$ cat src/rtl/weight_load_ctrl.sv
// weight_load_ctrl: streams one layer's weights from an upstream valid/ready source into weight memory.
// Writes are registered one cycle after acceptance, so the final write lands during DRAIN.
module weight_load_ctrl #(
    parameter int L1_NUM = 216,
    parameter int L8_NUM = 576,
    parameter int L7_NUM = 400
) (
    input  logic        clk,
    input  logic        rst,
    input  logic        start,
    input  logic [2:0]  layer_id,
    input  logic        abort,
    input  logic        src_valid,
    input  logic [15:0] src_data,
    output logic        src_ready,
    output logic        write_weight_signal,
    output logic [15:0] write_weight_data,
    output logic [15:0] write_weight_addr,
    output logic [3:0]  weight_fsm_cs,
    output logic        weight_store_done,
    output logic        busy
);
    typedef enum logic [1:0] {IDLE, STORE, DRAIN, FINISH} state_t;

    state_t      state_q, state_d;
    logic [3:0]  code_q, code_d, cs_q, cs_d, new_code;
    logic [15:0] n_q, n_d, cnt_q, cnt_d, data_q, addr_q, new_n;
    logic        wr_q, done_q, accept;

    always_comb begin
        new_code = layer_id == 3'd1 ? 4'd1 :
                   layer_id == 3'd2 ? 4'd2 :
                   layer_id == 3'd4 ? 4'd3 :
                   layer_id == 3'd5 ? 4'd4 :
                   layer_id == 3'd7 ? 4'd5 : 4'd0;
        new_n = layer_id == 3'd1 ? 16'(L1_NUM) : layer_id == 3'd7 ? 16'(L7_NUM) : 16'(L8_NUM);
        // abort outranks a coincident beat so a cancelled load never writes
        accept = src_valid && state_q == STORE && !abort;
        state_d = state_q;
        code_d = code_q;
        n_d = n_q;
        cnt_d = cnt_q;
        case (state_q)
            IDLE: if (start && new_code != 4'd0) begin
                state_d = STORE;
                code_d = new_code;
                n_d = new_n;
                cnt_d = 16'd0;
            end
            STORE: if (abort) begin
                state_d = IDLE;
                cnt_d = 16'd0;
            end else if (accept) begin
                cnt_d = cnt_q + 16'd1;
                state_d = cnt_q == n_q - 16'd1 ? DRAIN : STORE;
            end
            DRAIN: begin
                state_d = abort ? IDLE : FINISH;
                cnt_d = abort ? 16'd0 : cnt_q;
            end
            default: begin
                state_d = IDLE;
                cnt_d = 16'd0;
            end
        endcase
        cs_d = state_d == IDLE ? 4'b0000 : state_d == FINISH ? 4'b1111 : code_d;
    end

    always_ff @(posedge clk or posedge rst) begin
        if (rst) begin
            state_q <= IDLE;
            code_q <= 4'd0;
            n_q <= 16'd0;
            cnt_q <= 16'd0;
            wr_q <= 1'b0;
            data_q <= 16'd0;
            addr_q <= 16'd0;
            cs_q <= 4'd0;
            done_q <= 1'b0;
        end else begin
            state_q <= state_d;
            code_q <= code_d;
            n_q <= n_d;
            cnt_q <= cnt_d;
            wr_q <= accept;
            data_q <= accept ? src_data : data_q;
            addr_q <= accept ? cnt_q : addr_q;
            cs_q <= cs_d;
            done_q <= state_d == FINISH;
        end
    end

    assign src_ready = state_q == STORE;
    assign busy = state_q != IDLE;
    assign write_weight_signal = wr_q;
    assign write_weight_data = data_q;
    assign write_weight_addr = addr_q;
    assign weight_fsm_cs = cs_q;
    assign weight_store_done = done_q;
endmodule
$ cat config.mk
export PLATFORM = sky130hd
export DESIGN_NAME = weight_load_ctrl
export DESIGN_NICKNAME = d
export VERILOG_FILES = /design/src/rtl/weight_load_ctrl.sv
export SDC_FILE = /design/constraint.sdc
export NUM_CORES = 1
export LEC_CHECK = 0
export ABC_CLOCK_PERIOD_IN_PS = 2850
export CAP_MARGIN = 5
export CORE_MARGIN = 2
export CORE_UTILIZATION = 40
export DETAILED_ROUTE_END_ITERATION = 12
export PLACE_DENSITY = 0.68
export SYNTH_ARGS = -nofsm -noshare
export SYNTH_HDL_FRONTEND = slang
export SYNTH_SLANG_ARGS = --single-unit
export TNS_END_PERCENT = 10
$ cat constraint.sdc
create_clock -name clk -period 2.85 [get_ports clk]
set_input_delay 0.57 -clock clk [delete_from_list [all_inputs] [get_ports clk]]
set_output_delay 0.57 -clock clk [all_outputs]
set_load 0.01 [all_outputs]
## Word-level counts from Yosys, hierarchy flattened

Cells that the tools add are included.

- Reduce and logical (&&, ||, !) cells: 10
- Add/subtract/negate cells: 2
- Multiplexer cells: 22
- Equality and inequality tests: 12

Operators by type and width:

| operator | count |
|---|---|
| 16-bit 2-to-1 mux | 4 |
| 16-bit one-hot mux with 3 select lines | 1 |
| 10-bit 2-to-1 mux | 2 |
| 16-bit by 1-bit adder with 16-bit output, second input constant | 1 |
| 16-bit equality test | 1 |
| 4-bit 2-to-1 mux | 4 |
| 16-bit by 1-bit subtractor with 16-bit output, second input constant | 1 |
| 3-bit 2-to-1 mux | 5 |
| 2-bit 2-to-1 mux | 5 |
| 3-bit equality test, second input constant | 3 |
| 2-bit one-hot mux with 3 select lines | 1 |
| 2-bit equality test, second input constant | 2 |
| 2-bit zero test | 2 |
| 2-bit != test, second input constant | 2 |
| 4-bit nonzero test | 1 |
| 3-bit by 1-bit equality test with 1-bit output, second input constant | 1 |
| 3-bit by 2-bit equality test with 1-bit output, second input constant | 1 |
| 1-bit logical AND | 3 |
| 3-bit by 2-bit != test with 1-bit output, second input constant | 1 |
| 3-bit AND reduction | 1 |
| 2-bit by 1-bit equality test with 1-bit output, second input constant | 1 |
| 2-bit AND reduction | 1 |
| 2-bit nonzero test | 1 |
| 1-bit zero test | 1 |

- Output and inout bits: 40
- Bits in registers: 76
- Logic and storage cells: 55
- Input bits: 24

## Depth between registers and ports, before layout

- Word-level depth: 13
- Depth in mapped cells: 8
- Mapped depth without buffers: 8

## Worst setup path after synthesis

No wires, ideal clock.

- Path type: flip-flop to flip-flop
- Start point: register n_q[7]
- End point: register state_q[0]
- Data arrival time: 1.905 ns
- Clock period less this slack: 2.029 ns
- Path buffers: 0
- Data required time: 2.726 ns
- Setup time: 0.124 ns
- Cell stages (with the launch flop): 9
- Setup slack: 0.821 ns
- Path through: dfrtp_1 -> inv_1 -> ha_1 -> ha_1 -> nor4b_1 -> mux2i_1 -> nor4_1 -> nand4_1 -> a211o_1

- Longest elaborated chain between the ends: 6

RTL lines:

| element | RTL line | RTL |
|---|---|---|
| from (decl) | 27 | `logic [15:0] n_q, n_d, cnt_q, cnt_d, data_q, addr_q, new_n;` |
| from (signal assigned) | 83 | `n_q <= n_d;` |
| 16-bit by 1-bit subtractor with 16-bit output | 55 | `state_d = cnt_q == n_q - 16'd1 ? DRAIN : STORE;` |
| 16-bit equality test | 55 |  |
| 2-bit 2-to-1 mux | 55 |  |
| 2-bit 2-to-1 mux | 53 | `end else if (accept) begin` |
| 2-bit 2-to-1 mux | 50 | `STORE: if (abort) begin` |
| 2-bit one-hot mux with 3 select lines | 43 | `case (state_q)` |
| via state_d[0] | 25 | `state_t state_q, state_d;` |
| to (signal assigned) | 81 | `state_q <= state_d;` |
| to (decl) | 25 |  |

The timed path passes the listed nets, and every way through them passes these cells.
A chain may end at the register's enable or synchronous reset.

## Worst setup path in the final report

Ends and elaborated chain as after synthesis.

==> metrics.md <==
| Metric | Value |
|---|---|
| GRT Total Usage | 0.162 |
| Setup-failing EPs final | 0 |
| # resized after CTS | 0 |
| Wire per inst | 14.5 µm |
| Routed Antenna Nets | 0 |
| Post-synthesis compound-gate area fraction | 0.102 |
| Adder-cell share of the synthesized area | 0.0164 |
| FP Rows | 31 |
| Inserted Clock Buffers | 9 |
| Worst path required time | 3.07 ns |
| Max Cap Viol | 0 |
| GRT overflow | 0 |
| Setup_tns | 0 ns |
| Pin count of the biggest net entering global routing | 42 |
| Buf/Inv on CP | 1 |
| Commonest non-fill, non-tap cells in the layout | 65 x dfrtp_1, 63 x clkdlybuf4s50_1, 33 x mux2_2 |
| Die width | 91.4 µm |
| Cells after synthesis | 267 |
| Area grow syn2layout | 31.6% |
| Worst path most repeated cell | ha_1 |
| Max-slew violations | 0 |
| Crit-path slowest cell | dfrtp_1 |
| Fraction of synthesized area in multiplexers | 0.131 |
| Post-DR vias/cell | 5.17 |
| Slew @ Worst Pin | 0.548 ns |
| Half-perimeter wire length after placement | 4500 µm |
| Worst stage delay on the critical path | 0.44 ns |
| Hold slack | 0.491 ns |
| Async S/R FF share, synth | 1.00 |
| Initial DRC Count | 82 |
| Status | finished clean |
| Cts hold-fix bufs | 0 |
| Mean cell area of the mapped netlist | 11.4 µm² |
| Antenna fix cells | 0 |
| CP max FO | 6 |
| Nets | 360 |
| Maximum clock rate | 421 MHz |
| Fin crit period | 2.38 ns |
| Crit path max-delay family | simple AND/OR/NAND/NOR gates |
| Final hold viol count | 0 |
| # IOs | 64 |
| First-pass GRT wire length | 10800 µm |
| DRT Wirelength | 6320 µm |
| Via Count | 2254 |
| Initial core utilization | 0.417 |
| Slew Limit Headroom | 0.634 |
| Syn nets | 295 |
| Xor/xnor share of the synthesized area | 0.0516 |
| PortBufs | 63 |
| Worst path cell trace | inv_1 -> ha_1 -> ha_1 -> nor4b_1 -> mux2i_1 -> nor4_1 -> nand4_1 -> a211o_1 |
| Commonest non-fill, non-tap cell in the layout | dfrtp_1 |
| Crit Path Category | register to register |
| Placer's final routability congestion estimate | 0.803 |
| Arrival time worst endpoint | 2.59 ns |
| RSZ-0062 raised after global routing | no |
| Total chip power | 2.59 mW |
| Post-synthesis simple-gate area fraction | 0.131 |
| Die height | 91.4 µm |
| Largest family of logic cells by synthesized area | multiplexers |
| DR DRC count | 0 |
| DR pass1 iterations | 4 |
| Class of the worst hold path | register to register |
| Initial antenna violation count | 0 |
| Clock-pin slew of the registers on the worst-case setup and hold paths | 0.07 ns |
| Sequential-to-total area share from yosys stat | 0.532 |
| Clock root cell | clkbuf_8 |
| Pwr per Cell Area | 644 nW/µm² |
| EDFF count, synth | 0 |
| Netlist cell types | 44 |
| Nature of the critical path endpoint | register |
| Syn. warnings | 0 |
| Synthesized flop and latch total | 65 |
| Vias in the first global route | 2197 |
| Worst vdd ir | 0.415 mV |
| Total core area | 7330 µm² |
| Post-CTS setup buffers | 0 |
| Clk_skew | 0.00362 ns |
| Pleak | 1.71 nW |
| Fin crit share | 0.834 |
| Crit start category | register |
| Die ar. | 8350 µm² |
| CTS tree | done |
| Share of layout cells above drive strength 1 | 0.181 |
| Clk_lat worst skew | 0.33 ns |
| H-Tree Depth | 3 |
| Num Clock Sinks | 65 |
| Mapped Area | 3060 µm² |
| Clock Path Buffers | 2 |
| Primary FF master, synth | dfrtp_1 |
## sequential cells by signal, summed over array words and instances, names as in the netlist
register,flops
cnt_q,16
code_q,4
n_q,5
state_q,2
weight_fsm_cs,4
weight_store_done,1
write_weight_addr,16
write_weight_data,16
write_weight_signal,1
## tightest hold or removal path, delay by kind of cell, from the launching register on
family	cells	cell delay, ns
AND/OR/NAND/NOR	2	0.11
flip-flops	1	0.35
## cells by family after synthesis
family                     after synthesis
AOI/OAI and AO/OA                       45
muxes                                   36
and+or+nand+nor                         74
buffers and inverters                   25
adders and majority gates                4
DFF                                     65
xor gates and xnor gates                18
## Yosys cell counts (all sizes together) (2+ instances only)
library cell / count / area [µm²]
nor4: 4 / 25.0
o21a: 2 / 15.0
nand4: 8 / 50.1
xor2: 5 / 43.8
nand2: 16 / 60.1
nor4b: 2 / 17.5
o21ai: 10 / 50.1
and2: 3 / 18.8
a2111oi: 2 / 23.8
xnor2: 13 / 114
and3: 2 / 12.5
inv: 10 / 37.5
dfrtp: 65 / 1630
clkbuf: 5 / 18.8
or3: 4 / 25.0
nor2: 12 / 45.0
mux2i: 3 / 30.0
a211o: 2 / 17.5
nand3: 6 / 30.0
o31ai: 3 / 22.5
a211oi: 4 / 30.0
ha: 4 / 50.1
mux2: 33 / 372
buf: 10 / 52.6
nor2b: 3 / 18.8
a21oi: 13 / 68.8
or3b: 2 / 17.5
nor3: 3 / 15.0
nand2b: 6 / 37.5
## per-stage QoR
step                utilization  std cells  cell area [µm²]  setup slack [ns]
detailed placement        0.520        420             3810             0.221
global route              0.549        436             4020             0.286
finish                    0.549        436             4020             0.474
floorplan                     -        267             3060             0.654
CTS                       0.549        436             4020             0.478
global placement          0.520        420             3810             0.312
## power by group
part	internal, mW	switching, mW
Sequential	1.05	0.0868
Combinational	0.356	0.258
Clock	0.493	0.343
## path summary, 6_finish.rpt
kind	slack [ns]	end	cells after the start	from
max reg2reg	0.47	state_q[0]	8	n_q[7]
min	0.49	code_q[2]	2	code_q[2]
min in group asynchronous	0.61	write_weight_data[13]	2	rst
min reg2reg	0.49	code_q[2]	2	code_q[2]
max	0.47	state_q[0]	8	n_q[7]
max in group asynchronous	1.63	n_q[9]	3	rst
## layer usage
metal  vias up  share of wire  global-route usage  wire length [µm]
met2        70           0.46               0.241              2930
met3         8          0.064              0.0539               406
met1      1094           0.46               0.218              2890
met5         -              0                   0                 0
met4         0          0.015              0.0657                97
li1       1082              -                   -                 -
## final cells by class
class | count | area [µm²]
timing repair buffer | 69 | 688
clock buffer | 11 | 131
fill | 628 | 3310
tap | 99 | 124
sequential | 65 | 1630
clock inverter | 5 | 78.8
multi-input combinational | 177 | 1340
inverter | 10 | 37.5
(Power assumes the default switching activity.)
